==> src/rtl/enigma_rotor_ctrl.sv <==
// Rotor-stepping controller for the Enigma datapath.
// Holds the rotor start/notch configuration, sequences one message of
// symb_numb_i symbols and advances the three rotors with true Enigma
// stepping (including the middle-rotor double step) each time the core
// consumes a symbol.
module enigma_rotor_ctrl #(
  parameter int ALPHA = 26,
  parameter int CNT_W = 8
) (
  input  logic             clk_i,
  input  logic             rst_i,
  input  logic             cfg_val_i,
  input  logic [14:0]      cfg_pos_i,
  input  logic [14:0]      cfg_notch_i,
  input  logic [CNT_W-1:0] symb_numb_i,
  input  logic             start_i,
  input  logic             step_i,
  output logic [4:0]       pos_r_o,
  output logic [4:0]       pos_m_o,
  output logic [4:0]       pos_l_o,
  output logic             pos_val_o,
  output logic             busy_o,
  output logic             done_o,
  output logic             cfg_err_o
);

  typedef enum logic [1:0] {
    IDLE = 2'd0,
    RUN  = 2'd1,
    DONE = 2'd2
  } state_t;

  localparam logic [4:0] LAST = 5'(ALPHA - 1);

  state_t           state;
  state_t           state_nxt;
  logic [4:0]       pos_r;
  logic [4:0]       pos_m;
  logic [4:0]       pos_l;
  logic [4:0]       notch_r;
  logic [4:0]       notch_m;
  logic [4:0]       notch_l;
  logic             cfg_loaded;
  logic [CNT_W-1:0] len;
  logic [CNT_W-1:0] cnt;
  logic [CNT_W-1:0] cnt_inc;
  logic             cfg_err;
  logic             cfg_ok;
  logic             load_cfg;
  logic             load_start;
  logic             do_step;
  logic             flag_err;
  logic             step_m;
  logic             step_l;

  function automatic logic [4:0] advance(input logic [4:0] p);
    return (p == LAST) ? 5'd0 : p + 5'd1;
  endfunction

  // A configuration is accepted only if every field names a real letter.
  assign cfg_ok = (cfg_pos_i[4:0]     <= LAST) && (cfg_pos_i[9:5]     <= LAST) &&
                  (cfg_pos_i[14:10]   <= LAST) && (cfg_notch_i[4:0]   <= LAST) &&
                  (cfg_notch_i[9:5]   <= LAST) && (cfg_notch_i[14:10] <= LAST);

  assign cnt_inc = cnt + CNT_W'(1);

  // Middle rotor turns on right-notch carry or on its own notch (double step);
  // left rotor turns only when the middle rotor sits on its notch.
  assign step_m = (pos_r == notch_r) || (pos_m == notch_m);
  assign step_l = (pos_m == notch_m);

  // Next-state and control decode; config wins over start when both arrive.
  always_comb begin
    state_nxt  = state;
    load_cfg   = 1'b0;
    load_start = 1'b0;
    do_step    = 1'b0;
    flag_err   = 1'b0;
    case (state)
      IDLE: begin
        if (cfg_val_i) begin
          if (cfg_ok) load_cfg = 1'b1;
          else        flag_err = 1'b1;
        end else if (start_i) begin
          if (cfg_loaded) begin
            load_start = 1'b1;
            state_nxt  = (symb_numb_i != '0) ? RUN : DONE;
          end else begin
            flag_err = 1'b1;
          end
        end
      end
      RUN: begin
        if (step_i) begin
          do_step = 1'b1;
          if (cnt_inc == len) state_nxt = DONE;
        end
      end
      DONE:    state_nxt = IDLE;
      default: state_nxt = IDLE;
    endcase
  end

  // State register.
  always_ff @(posedge clk_i or posedge rst_i) begin
    if (rst_i) state <= IDLE;
    else       state <= state_nxt;
  end

  // Configuration, message length/counter and rotor positions.
  always_ff @(posedge clk_i or posedge rst_i) begin
    if (rst_i) begin
      pos_r      <= '0;
      pos_m      <= '0;
      pos_l      <= '0;
      notch_r    <= '0;
      notch_m    <= '0;
      notch_l    <= '0;
      cfg_loaded <= 1'b0;
      len        <= '0;
      cnt        <= '0;
      cfg_err    <= 1'b0;
    end else begin
      cfg_err <= flag_err;
      if (load_cfg) begin
        pos_r      <= cfg_pos_i[4:0];
        pos_m      <= cfg_pos_i[9:5];
        pos_l      <= cfg_pos_i[14:10];
        notch_r    <= cfg_notch_i[4:0];
        notch_m    <= cfg_notch_i[9:5];
        notch_l    <= cfg_notch_i[14:10];
        cfg_loaded <= 1'b1;
      end
      if (load_start) begin
        len <= symb_numb_i;
        cnt <= '0;
      end
      if (do_step) begin
        pos_r <= advance(pos_r);
        if (step_m) pos_m <= advance(pos_m);
        if (step_l) pos_l <= advance(pos_l);
        cnt <= cnt_inc;
      end
    end
  end

  assign pos_r_o   = pos_r;
  assign pos_m_o   = pos_m;
  assign pos_l_o   = pos_l;
  assign pos_val_o = (state == RUN);
  assign busy_o    = (state == RUN) || (state == DONE);
  assign done_o    = (state == DONE);
  assign cfg_err_o = cfg_err;

endmodule

==> config.mk <==
export PLATFORM = sky130hd
export DESIGN_NAME = enigma_rotor_ctrl
export DESIGN_NICKNAME = d
export VERILOG_FILES = /design/src/rtl/enigma_rotor_ctrl.sv
export SDC_FILE = /design/constraint.sdc
export NUM_CORES = 1
export LEC_CHECK = 0
export ABC_CLOCK_PERIOD_IN_PS = 1750
export CORE_UTILIZATION = 45
export DETAILED_ROUTE_END_ITERATION = 12
export PLACE_DENSITY = 0.77
export SETUP_SLACK_MARGIN = 0.5
export SLEW_MARGIN = 25
export SYNTH_ARGS = -nofsm -noshare
export SYNTH_HDL_FRONTEND = slang
export SYNTH_SLANG_ARGS = --single-unit
export TNS_END_PERCENT = 30
==> constraint.sdc <==
create_clock -name clk_i -period 1.75 [get_ports clk_i]
set_input_delay 0.2625 -clock clk_i [delete_from_list [all_inputs] [get_ports clk_i]]
set_output_delay 0.2625 -clock clk_i [all_outputs]
set_load 0.1 [all_outputs]
**Word level (Yosys, flattened, before mapping)**

Index checks and enable logic that the tools add are counted.

- Add/subtract/negate cells: 4
- $lt $le $gt $ge: 6
- Eq/ne operators: 13
- Mux-type cells: 34
- Reductions and logical operators: 12

Operator list:

| kind | number |
|---|---|
| $mux 5 | 11 |
| $le 5x5->1 const B | 6 |
| $mux 8 | 2 |
| $add 5x1->5 const B | 3 |
| $eq 5x5->1 const B | 3 |
| $mux 1 | 14 |
| $mux 2 | 6 |
| $eq 5x5->1 | 2 |
| $add 8x1->8 const B | 1 |
| $eq 8x8->1 | 1 |
| $ne 2x2->1 const B | 4 |
| $reduce_bool 8->1 | 1 |
| $logic_and 1x1->1 | 5 |
| $reduce_and 5->1 | 1 |
| $pmux 2 s2 | 1 |
| $reduce_bool 2->1 | 2 |
| $eq 2x1->1 const B | 1 |
| $eq 2x2->1 const B | 1 |
| $logic_not 2->1 | 1 |
| $logic_or 1x1->1 | 2 |
| $ne 2x1->1 const B | 1 |

- Register bits after elaboration: 45
- Bits of input ports: 43
- Output and inout port bits: 19
- Word-level logic and storage cells: 79

**Logic depth before layout (Yosys ltp)**

Gate-level depths: netlist (run 1).

- Depth after elaboration: 12
- Gate-level depth with buffers: 9
- Depth with buffers taken out: 8

**Least setup slack after synthesis (run 1)**

No wires, ideal clock.

- Path kind: reg-to-reg
- Start: register state[1]
- End: register pos_m[3] (netlist: pos_m_o[3])
- Data arrival time: 2584 ps
- Required time: 1663 ps
- Path slack: -921 ps
- Cell stages (with the launch flop): 10
- Period minus slack after synthesis: 2671 ps
- Cell sequence: dfrtp_1 inv_1 ha_1 nand2_1 a221oi_1 nand4_1 and2_4 buf_6 or3_1 o211ai_1

- Elaborated cells between the ends (all ways): 7
- Classes of those cells: eq/ne: 1; mux: 5; reduce/logical: 1

RTL lines:

| what | RTL line | source |
|---|---|---|
| from (decl) | 35 | `state_t state;` |
| from (signal assigned) | 107 | `else state <= state_nxt;` |
| $eq 2x1->1 | - |  |
| named net pos_val_o | 21 | `output logic pos_val_o,` |
| $mux 1 | 79 | `case (state)` |
| $mux 5 | 138 | `if (do_step) begin` |
| to (signal assigned) | 127 | `pos_m <= cfg_pos_i[9:5];` |
| to (signal assigned) | 140 | `if (step_m) pos_m <= advance(pos_m);` |
| to (decl) | 38 | `logic [4:0] pos_m;` |

The timed path passes the listed nets, and every way through them passes these cells.
A chain may end at the register's enable or synchronous reset.

**Worst setup path in the final report (run 1)**

- Start: register state[0]
- End: register pos_m[0] (netlist: pos_m_o[0])

- Word-level cells in the longest chain between the ends: 5
- Elaborated cells between the ends (all ways): 7
- Classes of those cells: eq/ne: 1; mux: 5; reduce/logical: 1

RTL lines:

| what | RTL line | source |
|---|---|---|
| $logic_not 2->1 | 79 |  |
| $mux 1 | 79 |  |
| $mux 5 | 125 | `if (load_cfg) begin` |
| $mux 5 | 140 |  |
| $mux 5 * | 138 |  |

Mark *: on every way between the ends. The rest lies on a longest branch, timed or not.

==> metrics.md, run 1 <==
| Metric | Value |
|---|---|
| Core Util, Final | 80.6% |
| Num CTS Buffers | 5 |
| Drt pass-1 iters | 5 |
| Total grt overflow | 0 |
| Die ar. | 6290 µm² |
| CTS root buf | clkbuf_8 |
| Worst EP arrival | 2.12 ns |
| Largest net degree at the start of global routing | 23 |
| Fin nets | 467 |
| Routed vias | 2868 |
| Mapped Nets | 344 |
| Clock Path Buffers | 2 |
| Slowest stage cell on the critical path | dfrtp_1 |
| TNS Setup | -2.78 ns |
| Critical Path Fanout Max | 4 |
| Worst reg2reg path depth | 10 |
| Setup slack after layout | -0.172 ns |
| Lkg Pwr | 2.02 nW |
| Antenna cells | 0 |
| Worst rel slew slack | 55.4% |
| Initial DRC Count | 199 |
| Synthesized instance count | 291 |
| Worst slack, placed | -0.491 ns |
| CORE AREA | 5640 µm² |
| Fin. max-slew vios | 0 |
| Sink Count | 45 |
| Most common cell after layout, fill and taps aside | nand2_1 |
| Area grow syn2layout | 68.9% |
| Distinct cells, synth | 48 |
| TritonCTS clock tree | done |
| WS Path Type | flip-flop to flip-flop |
| Worst Setup Start Kind | flip-flop |
| Area of the multi-input gates | 1710 µm² |
| Syn Area/Cell | 9.24 µm² |
| First-pass GRT wire length | 13.1 mm |
| Period utilization | 110% |
| GR Util All Layers | 27.2% |
| Cells along the critical path | buf_4, buf_6, inv_4, ha_4, inv_4, nor3_4, buf_6, mux2_2, nand2_2, o31ai_2 |
| Routed WL | 8.99 mm |
| Worst Max-Slew Pin Slew | 0.664 ns |
| Post-synthesis register bit count | 45 |
| RSZ-0062 raised after global routing | yes |
| Part of the Yosys area used for sequential elements | 41.9% |
| Commonest cells after routing, fill and taps aside | nand2_1 (48), buf_4 (43), dfrtp_1 (32), clkdlybuf4s50_1 (25), buf_12 (20) |
| Hold Slack | 0.204 ns |
| Worst-path clk slew | 0.08 ns |
| Share of layout cells above drive strength 1 | 40.2% |
| # DRC | 0 |
| Chip Width | 79.3 µm |
| Peak supply drop | 1.68 mV |
| Initial antenna violation count | 0 |
| Main synth FF type | dfrtp_1 |
| I/O pins | 62 |
| Number of global-route vias before repair | 2750 |
| Synth Warn # | 0 |
| Die height | 79.3 µm |
| Area after DPL | 4000 µm² |
| Post-synth EDFFs | 0 |
| Cell Rows | 27 |
| Hold Crit Depth | 3 |
| Status | finished, violations left |
| Number of fill cells in the layout | 293 |
| Starting density of the core | 47.7% |
| # setup viols final | 27 |
| Final ANT Viol Nets | 0 |
| Crit path largest cell delay | 0.42 ns |
| Htree depth | 2 |
| Dpl hpwl | 5.64 mm |
| FF+latch area | 1150 µm² |
| Wirelength per Cell | 18.4 µm |
| Power Dens Cells | 1800 nW/µm² |
| I/O Buffers | 60 |
| Setup crit end kind | flip-flop |
| Mapped cell area | 2690 µm² |
| Gp weighted congestion | 0.867 |
| Hold Violations, Final | 0 |
| Via/cell ratio | 5.89 |
| Max-cap viol count | 0 |
| Violations in the final reports | setup timing |
| Worst EP required | 1.95 ns |
| Period minus WS final | 1.92 ns |
| Clock skew | 0.0134 ns |
| Ys async rst share | 100% |
| Skew-Pair Late Insertion Delay | 0.32 ns |
| Fin area | 4540 µm² |
| Fmax | 0.520 GHz |
| Hold WC Path Type | input pin to flip-flop |
power breakdown:
part	total, W	switching (W)	internal, W
logic	0.00530	0.00306	0.00224
registers	0.00201	0.000501	0.00151
clock network	0.000859	0.000395	0.000465
total	0.00817	0.00395	0.00421
cells in the mapped netlist, types with 2 or more instances:
master    count  share of area (%)
a21oi_1       9                1.7
a221o_1       2               0.74
a221oi_1      2               0.65
a22oi_1       2               0.56
a31oi_1       2               0.47
and2_0        2               0.47
and2_1        4               0.93
and3_1        5                1.2
buf_2         4               0.74
clkbuf_1      3               0.42
dfrtp_1      45                 42
ha_1         10                4.7
inv_1        16                2.2
mux2_2       11                4.6
mux2i_1       4                1.5
nand2_1      54                7.5
nand2b_1      2               0.47
nand3_1      14                2.6
nand4_1       3               0.70
nand4b_1      3               0.98
nor2_1       11                1.5
nor2b_1       2               0.47
nor3b_1       2               0.56
nor4_1        4               0.93
o211ai_1     11                3.1
o21ai_0      18                3.3
o221a_2       2               0.84
o311ai_0      4                1.3
o31ai_1       4                1.1
or3_1         3               0.70
xnor2_1      10                3.3
xor2_1        7                2.3
stage by stage:
| step | power [W] | instances |
|---|---|---|
| after floorplan | 0.00494 | 291 |
| after detailed placement | 0.00671 | 462 |
| final | 0.00817 | 487 |
| after global placement | 0.00660 | 462 |
| after global routing | 0.00853 | 487 |
| after CTS | 0.00779 | 478 |
worst max-delay path, delay by kind of cell (launching register included):
kind                       cells  cell delay [ns]
adders and majority gates      1             0.15
muxes                          1             0.33
and+or+nand+nor                2             0.31
buffers and inverters          5             0.52
AOI/OAI and AO/OA              1             0.06
DFF                            1             0.42
state kept, by name (all words and copies together) (netlist names):
| signal | flops |
|---|---|
| cnt | 8 |
| len | 8 |
| notch_m | 5 |
| notch_r | 5 |
| pos_l_o | 5 |
| pos_m_o | 5 |
| pos_r_o | 5 |
| state | 2 |
| cfg_err_o | 1 |
| cfg_loaded | 1 |
cell families (layout without fill, tap and decap cells):
group           Yosys count  after routing  synth area share [%]
compound gates           64             64                  16.3
buf+inv                  25            149                  4.09
simple gates            115            115                  21.5
fa+ha+maj                10             10                  4.65
xor+xnor                 17             17                  5.53
flops                    45             45                  41.9
mux                      15             15                  6.09
metal layers:
metal | global-route usage (%) | part of all wire [%]
met4 | 10.4 | 2.8
met5 | 0 | 0
met1 | 33.7 | 40
met3 | 5.06 | 6.8
met2 | 46.6 | 51
path summary, 6_finish.rpt:
path / end / startpoint / slack [ns]
setup reg to reg: pos_m_o[0] / state[0] / -0.17
min in group asynchronous: len[6] / rst_i / 0.26
hold reg to reg: notch_m[4] / notch_m[4] / 0.50
setup / recovery: pos_m_o[0] / state[0] / -0.17
hold / removal: notch_m[3] / cfg_notch_i[8] / 0.20
max in group asynchronous: pos_r_o[1] / rst_i / 0.97
final cells by class:
type | count | share of cell area, %
multi-input combinational | 221 | 37.7
timing repair buffer | 125 | 30.8
sequential | 45 | 25.4
tap | 72 | 1.98
clock buffer | 6 | 1.82
inverter | 16 | 1.49
clock inverter | 2 | 0.826
timing repair:
item / 4_1_cts / 5_1_grt
resized for setup: 43 / 38
buffers inserted: 8 / 8
setup endpoints to repair: 59 / 61
cloned: 0 / 1
hold buffers: 0 / 0
pin swaps: 15 / 20
No activity file was read; power rests on OpenSTA's default activity.
==> run 2, diff against run 1 <==
--- a/config.mk
+++ b/config.mk
@@ -6,9 +6,10 @@
 export NUM_CORES = 1
 export LEC_CHECK = 0
 export ABC_CLOCK_PERIOD_IN_PS = 1750
-export CORE_UTILIZATION = 45
+export CORE_UTILIZATION = 57
 export DETAILED_ROUTE_END_ITERATION = 12
-export PLACE_DENSITY = 0.77
+export DONT_BUFFER_PORTS = 1
+export PLACE_DENSITY = 0.76
 export SETUP_SLACK_MARGIN = 0.5
 export SLEW_MARGIN = 25
 export SYNTH_ARGS = -nofsm -noshare
==> metrics.md, run 2 (same netlist as run 1, synthesis figures left out) <==
| Metric | Value |
|---|---|
| Status | finished, violations left |
| Violations in the final reports | DRC, setup timing |
| Starting density of the core | 60.5% (+13 points) |
| Setup crit end kind | flip-flop |
| Area grow syn2layout | 45.3% |
| I/O pins | 62 (unchanged) |
| Setup slack after layout | -0.189 ns (-0.0174 ns) |
| GR Util All Layers | 29.9% (+2.8 points) |
| Total grt overflow | 0 (unchanged) |
| HP Start | cfg_notch_i[5] |
| RSZ-0062 raised after global routing | yes |
| Top flop regs | cnt: 8 flops, len: 8 flops |
| Initial DRC Count | 188 (-5.5%) |
| Max-cap viol count | 0 (unchanged) |
| Slowest stage cell on the critical path | dfrtp_1 |
| Peak supply drop | 1.67 mV (-0.92%) |
| Antenna cells | 0 (unchanged) |
| Worst Setup Start Kind | flip-flop |
| Critical Path Fanout Max | 6 (+2) |
| First-pass GRT wire length | 11.6 mm (-12%) |
| Commonest cells after routing, fill and taps aside | dfrtp_1 (32), nand2_1 (25), buf_4 (24), nand2_2 (21), buf_6 (16) |
| Hold Violations, Final | 0 (unchanged) |
| CORE AREA | 4440 µm² (-21%) |
| Fin. max-slew vios | 0 (unchanged) |
| # setup viols final | 10 (-63%) |
| Crit path largest cell delay | 0.40 ns (-0.02 ns) |
| Lkg Pwr | 1.65 nW (-18%) |
| Period utilization | 111% (+0.99 points) |
| R2r setup slk | -0.19 ns (-0.02 ns) |
| Number of fill cells in the layout | 196 (-33%) |
| Reg2Reg Launch Point | state[1] |
| Routed WL | 8.18 mm (-9.0%) |
| Die height | 70.7 µm (-11%) |
| Wirelength per Cell | 20.4 µm (+11%) |
| Via/cell ratio | 6.37 (+8.1%) |
| WS Path Type | flip-flop to flip-flop |
| Pint | 0.00381 W (-9.6%) |
| I/O Buffers | 0 (-100%) |
| Clock skew | 0.00899 ns (-0.00439 ns) |
| Hold Crit Depth | 2 (-1) |
| Worst rel slew slack | 62.4% (+7.0 points) |
| Routed vias | 2546 (-11%) |
| Sink Count | 45 (unchanged) |
| FF+latch area | 1150 µm² (unchanged) |
| Hold WC Path Type | input pin to flip-flop |
| Cell Rows | 24 (-11%) |
| Power Dens Cells | 1950 nW/µm² (+8.8%) |
| Worst reg2reg path depth | 8 (-2) |
| Skew-Pair Late Insertion Delay | 0.30 ns (-0.02 ns) |
| Seq pwr share | 26.7% (+2.1 points) |
| TritonCTS clock tree | done |
| Share of layout cells above drive strength 1 | 46.8% (+6.6 points) |
| Area after DPL | 3170 µm² (-21%) |
| Dpl cells | 378 (-18%) |
| Worst-path clk slew | 0.08 ns (about the same) |
| Reported net switching power | 0.00383 W (-3.1%) |
| Core Util, Final | 88.0% (+7.4 points) |
| Most common cell after layout, fill and taps aside | dfrtp_1 |
| Clock Path Buffers | 2 (unchanged) |
| Chip Width | 70.7 µm (-11%) |
| Fin area | 3910 µm² (-14%) |
| Fin nets | 400 (-14%) |
| Combinational share of power | 62.6% (-2.3 points) |
| Largest net degree at the start of global routing | 46 (+100%) |
| Initial antenna violation count | 0 (unchanged) |
| Htree depth | 2 (unchanged) |
| Worst EP required | 1.94 ns (about the same) |
| Layout Cells excl Fill | 400 (-18%) |
| Sw Share | 50.1% (+1.7 points) |
| # DRC | 8 (+8) |
| CTS root buf | clkbuf_8 |
| Number of global-route vias before repair | 2453 (-11%) |
| Final ANT Viol Nets | 0 (unchanged) |
| Gp weighted congestion | 0.862 (-0.58%) |
| Dpl hpwl | 4.72 mm (-16%) |
| Clock share of power | 10.7% (+0.2 points) |
| Period minus WS final | 1.94 ns (+0.0174 ns) |
| FF-to-FF End | pos_m_o[2] |
| Fmax | 0.516 GHz (-0.90%) |
| Worst EP arrival | 2.13 ns (about the same) |
| Die ar. | 5000 µm² (-21%) |
| Num CTS Buffers | 5 (unchanged) |
| Endpoint, Worst Hold | notch_m[0] |
| Drt pass-1 iters | 9 (+4) |
| Cells along the critical path | inv_2, ha_4, nand2_2, a221oi_2, nand4_1, and2_4, and3_4, a221o_1 |
| Worst Max-Slew Pin Slew | 0.563 ns (-0.101 ns) |
| Worst slack, placed | -0.197 ns (+0.295 ns) |
| Area of the multi-input gates | 1810 µm² (+5.5%) |
## run 2: cell count changes in the layout (fill, tap and decap cells not counted), sizes merged
cell,previous run,this run
clkbuf,7,8
dlymetal6s2s,8,0
dlygate4sd3,0,1
buf,83,56
dlygate4sd2,8,0
clkdlybuf4s50,25,0
clkinvlp,1,0
## run 2: power by group through the flow
stage / Combinational, W / Sequential [W] / Clock [W]
finish: 0.00478 / 0.00204 / 0.000820
global route: 0.00499 / 0.00208 / 0.000851
CTS: 0.00429 / 0.00197 / 0.000827
detailed placement: 0.00380 / 0.00194 / 0
global placement: 0.00372 / 0.00191 / 0
floorplan: 0.00176 / 0.00318 / 0
## run 2: layout make-up
cell class	count	share of cell area (%)
clock inverters	1	0.768
multi-input cells	221	46.3
flip-flops and latches	45	29.5
inverters	16	1.60
repair buffers	58	17.9
clock buffers	7	2.21
well taps	52	1.66
## run 2: how the worst max path moves through the flow
stage	slack (ns)	from	cells after the start	endpoint
final	-0.19	state[1]	8	pos_m_o[2]
after floorplan	-0.27	pos_m_o[3]	7	pos_m_o[3]
after global routing	-0.26	state[1]	8	pos_m_o[2]
after detailed placement	-0.20	pos_m_o[3]	6	pos_l_o[3]
after CTS	-0.13	cnt[1]	7	state[0]
after global placement	-0.13	pos_m_o[3]	6	pos_l_o[3]
## run 2: worst max-delay path, delay by kind of cell, from the launching register on
| family | cells | cell delay [ns] |
|---|---|---|
| DFF | 1 | 0.40 |
| and+or+nand+nor | 4 | 0.75 |
| buffers and inverters | 1 | 0.09 |
| adders and majority gates | 1 | 0.16 |
| AOI/OAI and AO/OA | 2 | 0.43 |
## run 2: per-stage QoR
stage	setup TNS, ns	hold WS [ns]	total power [W]
finish	-0.918	0.0640	0.00764
global route	-1.69	0.0652	0.00793
CTS	-0.583	0.0617	0.00709
detailed placement	-0.966	0.324	0.00575
global placement	-0.561	0.323	0.00564
floorplan	-1.32	0.368	0.00494
## run 2: metal layers
layer / global-route usage [%] / share of wire [%]
met1: 39.0 / 39
met2: 48.0 / 52
met3: 6.41 / 5.8
met4: 14.2 / 3.3
met5: 0 / 0
## run 2: what timing repair did
item,CTS,global route
cloned,0,1
pin swaps,38,40
endpoints found under the hold margin,23,0
gates resized for setup,72,55
hold buffers,1,0
buffers inserted,6,6
endpoints found under the setup margin,60,60
